--- config.mk ---
export PLATFORM = sky130hd
export DESIGN_NAME = sum_xchg_hub
export DESIGN_NICKNAME = d
export VERILOG_FILES = /design/src/rtl/sum_xchg_pkg.sv /design/src/rtl/sum_xchg_fifo.sv /design/src/rtl/sum_xchg_hub.sv
export SDC_FILE = /design/constraint.sdc
export NUM_CORES = 1
export LEC_CHECK = 0
export BUFFER_PORTS_ARGS = -buffer_cell sky130_fd_sc_hd__buf_4
export CORE_ASPECT_RATIO = 0.7
export CORE_UTILIZATION = 56
export CTS_CLUSTER_DIAMETER = 50
export CTS_CLUSTER_SIZE = 30
export DETAILED_ROUTE_END_ITERATION = 16
export HOLD_SLACK_MARGIN = 0.15
export PLACE_DENSITY = 0.82
export SYNTH_ARGS = -nofsm -noshare
export SYNTH_HDL_FRONTEND = slang
export SYNTH_SLANG_ARGS = --single-unit
--- constraint.sdc ---
create_clock -name clk -period 7.3 [get_ports clk]
set_input_delay 1.46 -clock clk [delete_from_list [all_inputs] [get_ports clk]]
set_output_delay 1.46 -clock clk [all_outputs]
set_load 0.01 [all_outputs]
--- src/rtl/sum_xchg_pkg.sv ---
// Shared defaults and the output-register state encoding for the partial-sum exchange hub.
package sum_xchg_pkg;

    localparam int unsigned NCORE_MIN = 2;
    localparam int unsigned NCORE_MAX = 8;
    localparam int unsigned NCORE_DEF = 4;
    localparam int unsigned SW_DEF    = 24;
    localparam int unsigned DEPTH_DEF = 8;

    typedef enum logic {
        OUT_EMPTY = 1'b0,
        OUT_FULL  = 1'b1
    } out_state_e;

endpackage

--- src/rtl/sum_xchg_fifo.sv ---
// Single-clock per-channel sum FIFO; count-based full/empty so all depth entries are usable.
module sum_xchg_fifo
    import sum_xchg_pkg::*;
#(
    parameter int unsigned width = SW_DEF,
    parameter int unsigned depth = DEPTH_DEF
) (
    input  logic             clk,
    input  logic             reset,
    input  logic             flush,
    input  logic             push,
    input  logic             pop,
    input  logic [width-1:0] wdata,
    output logic [width-1:0] rdata,
    output logic             full,
    output logic             empty
);

    localparam int unsigned aw = $clog2(depth);
    localparam int unsigned cw = $clog2(depth + 1);

    logic [width-1:0] mem_q [depth];
    logic [aw-1:0]    wr_ptr_q, wr_ptr_d;
    logic [aw-1:0]    rd_ptr_q, rd_ptr_d;
    logic [cw-1:0]    cnt_q, cnt_d;
    logic             do_push, do_pop;

    assign full  = (cnt_q == cw'(depth));
    assign empty = (cnt_q == '0);
    assign rdata = mem_q[rd_ptr_q];

    always_comb begin
        do_push  = push & ~full & ~flush & ~reset;
        do_pop   = pop & ~empty & ~flush & ~reset;
        wr_ptr_d = wr_ptr_q;
        rd_ptr_d = rd_ptr_q;
        cnt_d    = cnt_q;
        if (do_push) wr_ptr_d = wr_ptr_q + aw'(1);
        if (do_pop)  rd_ptr_d = rd_ptr_q + aw'(1);
        case ({do_push, do_pop})
            2'b10:   cnt_d = cnt_q + cw'(1);
            2'b01:   cnt_d = cnt_q - cw'(1);
            default: cnt_d = cnt_q;
        endcase
        if (flush) begin
            wr_ptr_d = '0;
            rd_ptr_d = '0;
            cnt_d    = '0;
        end
    end

    always_ff @(posedge clk) begin
        if (reset) begin
            wr_ptr_q <= '0;
            rd_ptr_q <= '0;
            cnt_q    <= '0;
        end else begin
            wr_ptr_q <= wr_ptr_d;
            rd_ptr_q <= rd_ptr_d;
            cnt_q    <= cnt_d;
        end
    end

    always_ff @(posedge clk) begin
        if (do_push) mem_q[wr_ptr_q] <= wdata;
    end

endmodule

--- src/rtl/sum_xchg_hub.sv ---
// N-core partial-sum exchange hub: per-channel FIFOs, lockstep pop, registered total.
// Optional macro SUM_XCHG_SAT_EN clamps the total to sw bits and adds a sticky sat_flag.
module sum_xchg_hub
    import sum_xchg_pkg::*;
#(
    parameter int unsigned ncore = NCORE_DEF,
    parameter int unsigned sw    = SW_DEF,
    parameter int unsigned depth = DEPTH_DEF,
    localparam int unsigned tw   = sw + $clog2(ncore)
) (
    input  logic                clk,
    input  logic                reset,
    input  logic [ncore-1:0]    core_en,
    input  logic                flush,
    input  logic [ncore-1:0]    in_valid,
    output logic [ncore-1:0]    in_ready,
    input  logic [ncore*sw-1:0] in_sum,
    output logic                total_valid,
    input  logic                total_ready,
    output logic [tw-1:0]       total_sum,
`ifdef SUM_XCHG_SAT_EN
    output logic                sat_flag,
`endif
    output logic [15:0]         row_cnt,
    output logic                ovf_err
);

    logic [sw-1:0]    rdata [ncore];
    logic [ncore-1:0] fifo_full, fifo_empty, push, pop;
    logic [tw-1:0]    sum_all, sum_out;
    logic             fire, sat_hit;

    out_state_e  state_q, state_d;
    logic [tw-1:0] total_sum_q, total_sum_d;
    logic [15:0] row_cnt_q, row_cnt_d;
    logic        ovf_err_q, ovf_err_d;
    logic        sat_flag_q, sat_flag_d;

    assign in_ready = core_en & ~fifo_full & {ncore{~reset & ~flush}};
    assign push     = in_valid & in_ready;
    assign pop      = {ncore{fire}} & core_en;

    for (genvar g = 0; g < ncore; g++) begin : g_ch
        sum_xchg_fifo #(.width(sw), .depth(depth)) u_fifo (
            .clk   (clk),
            .reset (reset),
            .flush (flush),
            .push  (push[g]),
            .pop   (pop[g]),
            .wdata (in_sum[g*sw +: sw]),
            .rdata (rdata[g]),
            .full  (fifo_full[g]),
            .empty (fifo_empty[g])
        );
    end

    always_comb begin
        sum_all = '0;
        for (int unsigned i = 0; i < ncore; i++) begin
            if (core_en[i]) sum_all = sum_all + tw'(rdata[i]);
        end
`ifdef SUM_XCHG_SAT_EN
        sat_hit = |sum_all[tw-1:sw];
        sum_out = sat_hit ? tw'({sw{1'b1}}) : sum_all;
`else
        sat_hit = 1'b0;
        sum_out = sum_all;
`endif
    end

    // Disabled channels count as satisfied, so they never block a fire.
    assign fire = (|core_en) & (&(~core_en | ~fifo_empty))
                & ((state_q == OUT_EMPTY) | total_ready) & ~flush & ~reset;

    always_comb begin
        state_d     = state_q;
        total_sum_d = total_sum_q;
        row_cnt_d   = row_cnt_q;
        ovf_err_d   = ovf_err_q | (|(in_valid & core_en & fifo_full));
        sat_flag_d  = sat_flag_q;
        if (flush) begin
            state_d    = OUT_EMPTY;
            sat_flag_d = 1'b0;
        end else if (fire) begin
            state_d     = OUT_FULL;
            total_sum_d = sum_out;
            row_cnt_d   = row_cnt_q + 16'd1;
            sat_flag_d  = sat_flag_q | sat_hit;
        end else if (total_ready) begin
            state_d = OUT_EMPTY;
        end
    end

    always_ff @(posedge clk) begin
        if (reset) begin
            state_q     <= OUT_EMPTY;
            total_sum_q <= '0;
            row_cnt_q   <= '0;
            ovf_err_q   <= 1'b0;
            sat_flag_q  <= 1'b0;
        end else begin
            state_q     <= state_d;
            total_sum_q <= total_sum_d;
            row_cnt_q   <= row_cnt_d;
            ovf_err_q   <= ovf_err_d;
            sat_flag_q  <= sat_flag_d;
        end
    end

    assign total_valid = (state_q == OUT_FULL);
    assign total_sum   = total_sum_q;
    assign row_cnt     = row_cnt_q;
    assign ovf_err     = ovf_err_q;
`ifdef SUM_XCHG_SAT_EN
    assign sat_flag    = sat_flag_q;
`else
    logic unused_sat;
    assign unused_sat  = sat_flag_q;
`endif

endmodule

==> impl_results.md <==
- Status: finished, final reports clean
- Mean post-synth cell area: 16.3 um^2
- DRC viols: 0
- Final setup violation count: 0
- Syn Inst Count: 2310
- CTS tree: built
- Die Width: 312 um
- CTS Buf Count: 53
- Pin count of the biggest net entering global routing: 49
- Post-synthesis mux area share: 15.1%
- Clk pin slew, worst setup/hold paths: 0.11 ns
- Compound-gate portion of the synthesized area: 6.06%
- Clk_lat worst skew: 0.65 ns
- Startpoint types: flop
- Crit-path max cell delay: 0.49 ns
- CP most frequent cell: buf_4
- Commonest register cell after synthesis: edfxtp_1
- Relative slew margins: 6.42%
- Vias per cell: 6.19
- Routed WL per cell: 25.1 um
- ANT nets after route: 0
- Max FO, Critical Path: 5
- ANT cells: 0
- Clock Path Buffers: 3
- Syn Nets: 2525
- Antenna violations before repair: 1
- CP Capture Type: flop
- Power per standard cell area: 222 nW/um^2
- Post-route minimum period: 7.03 ns
- Initial drt markers: 2458
- Pre-CTS WS: -0.529 ns
- Clock sink count: 864
- Die ar.: 68500 um^2
- Max capacitance violation total: 0
- Leading area contributor after synthesis: edfxtp_1
- Fin Clk Skew: 0.0337 ns
- Via count: 22000
- Area growth, synth to finish: 15.6%
- Final hold vios: 0
- Tightest Hold Check Type: flop to flop
- Initial DRT Pass Iterations: 6
- Fin crit share: 96.3%
- Unrepaired setup endpoints after global routing: yes
- Gr usage total: 26.2%
- Maximum vdd drop: 234 uV
- Post-Synth Adder-Cell Area: 3.69%
- F_max: 0.142 GHz
- Final TNS setup: 0 ns
- Post-synth top area share: 61.1%
- Largest family of logic cells by synthesized area: multiplexers
- Yosys reg bits: 864
- Syn Std Cell Area: 37700 um^2
- IO Port Bufs: 155
- DP HPWL: 59500 um
- Top Ports: 156
- Hold_buf cts: 0
- Worst-Margin Slew: 1.40 ns
- Vias in the first global route: 22200
- First-pass GRT wire length: 135000 um
- Critical path arrival: 7.56 ns
- Post-synth EDFFs: 768
- Slowest CP cell: mux4_2
- Crit Path Class: flop to flop
- Routed wire length: 89300 um
- Fin worst setup slack: 0.270 ns
- Share of layout cells above drive strength 1: 31.3%
- H-tree levels: 2
- Area of the core: 66500 um^2
- Post-synthesis sequential area ratio: 66.2%
- Number of core rows: 79
- Die H: 219 um
- Synth Area in Simple Gates: 5.46%
- XOR/XNOR Fraction of Synth Area: 2.00%
- Root Driver: clkbuf_16
- Nets: 2835
- Initial Utilization: 56.7%
- Critical path required time: 7.83 ns
- Pins over their slew limit: 0
- P_leak: 14.6 nW
- Async S/R FF share, synth: 0%
- Remaining Overflow, GRT: 0
- Routability Congestion: 0.958
- Yosys warning total: 0
- Cell variety after synth: 72
- Top post-synthesis cells by area: edfxtp_1 (61%), mux4_2 (11%), dfxtp_1 (5.1%)
[cells in the final DEF, fill, tap and decap left out, drive strengths merged, types with 57 or more instances in the layout]
cell | netlist | layout
mux4 | 192 | 192
edfxtp | 768 | 768
clkbuf | 61 | 57
inv | 50 | 62
nor2 | 143 | 143
nand2 | 123 | 123
mux2 | 94 | 94
buf | 37 | 353
ha | 100 | 100
o21ai | 69 | 69
dfxtp | 96 | 96
a21oi | 103 | 103
[critical path, delay by kind of cell, from the launching register on]
| family | cells | cell delay [ns] |
|---|---|---|
| muxes | 3 | 1.05 |
| adders and majority gates | 3 | 0.90 |
| and+or+nand+nor | 6 | 0.70 |
| AOI/OAI and AO/OA | 15 | 3.18 |
| buffers and inverters | 4 | 0.57 |
| DFF | 1 | 0.41 |
| xor gates and xnor gates | 1 | 0.08 |
[cells by family after synthesis]
kind of cell               Yosys count
buffers and inverters              149
muxes                              316
adders and majority gates          107
AOI/OAI and AO/OA                  347
xor gates and xnor gates            86
DFF                                864
and+or+nand+nor                    441
[per-layer routing]
metal / vias to the layer above / GRT usage, % / part of all wire, % / wire, um
met3: 133 / 4.91 / 8.1 / 7220
met1: 11300 / 37.2 / 42 / 37400
met2: 865 / 42.6 / 48 / 42900
met5: - / 0 / 0.012 / 11
met4: 2 / 6.00 / 2.0 / 1780
li1: 9742 / - / - / -
[stage by stage]
stage          area, um^2  utilization (%)  hold slack (ns)  total power, W  cells
6_report            43600             65.6            0.475         0.00969   3553
5_1_grt             43600             65.6            0.493         0.00999   3553
4_1_cts             43300             65.1            0.474         0.00970   3544
3_5_place_dp        41300             62.1            0.462         0.00635   3444
3_3_place_gp        41300             62.1            0.447         0.00632   3444
2_1_floorplan       37700                -            0.454         0.00597   2310
[registers in the layout, indices dropped and copies added, names as in the netlist, named ones only]
| signal | count |
|---|---|
| total_sum | 26 |
| g_ch.u_fifo.wr_ptr_q | 12 |
| total_valid | 1 |
| ovf_err | 1 |
| g_ch.u_fifo.cnt_q | 16 |
| g_ch.u_fifo.mem_q | 768 |
| g_ch.u_fifo.rd_ptr_q | 12 |
| row_cnt | 16 |
[final cells by class]
type / count / area (um^2)
flip-flops and latches: 864 / 25000
fillers: 4392 / 22900
multi-input cells: 1297 / 12600
repair buffers: 353 / 2730
clock buffers: 57 / 1350
well taps: 891 / 1110
clock inverters: 40 / 632
inverters: 51 / 191
[Yosys cell counts, types with 10 or more instances]
cell type	instances
a211oi_1	25
a21o_1	32
a21oi_1	103
a31oi_1	13
buf_1	22
buf_2	13
clkbuf_1	60
dfxtp_1	96
edfxtp_1	768
ha_1	100
inv_1	50
mux2_2	94
mux2i_1	30
mux4_2	192
nand2_1	123
nand2b_1	21
nand3_1	23
nand4_1	17
nor2_1	142
nor2b_1	20
nor3_1	32
o211ai_1	12
o21a_1	15
o21ai_0	65
or3_1	10
xnor2_1	48
xor2_1	38
[power breakdown]
group | switching [W] | internal (W) | leakage (nW)
Clock | 0.00185 | 0.00156 | 0.933
Sequential | 0.00000770 | 0.00538 | 7.69
Combinational | 0.000506 | 0.000396 | 6.02
[timing repair]
item / in CTS / in global routing
pin swaps: 1 / 12
hold endpoints to repair: 0 / 0
setup buffers: 3 / 9
setup endpoints to repair: 7 / 12
gates resized for setup: 9 / 52
[worst paths after layout]
path                   endpoint  slack [ns]    startpoint  depth (start not counted)
hold / removal     total_sum[2]        0.48  total_sum[2]                          2
setup reg to reg  total_sum[25]        0.27          flop                         32
hold reg to reg    total_sum[2]        0.48  total_sum[2]                          2
setup / recovery  total_sum[25]        0.27          flop                         32
(Power assumes the default switching activity.)
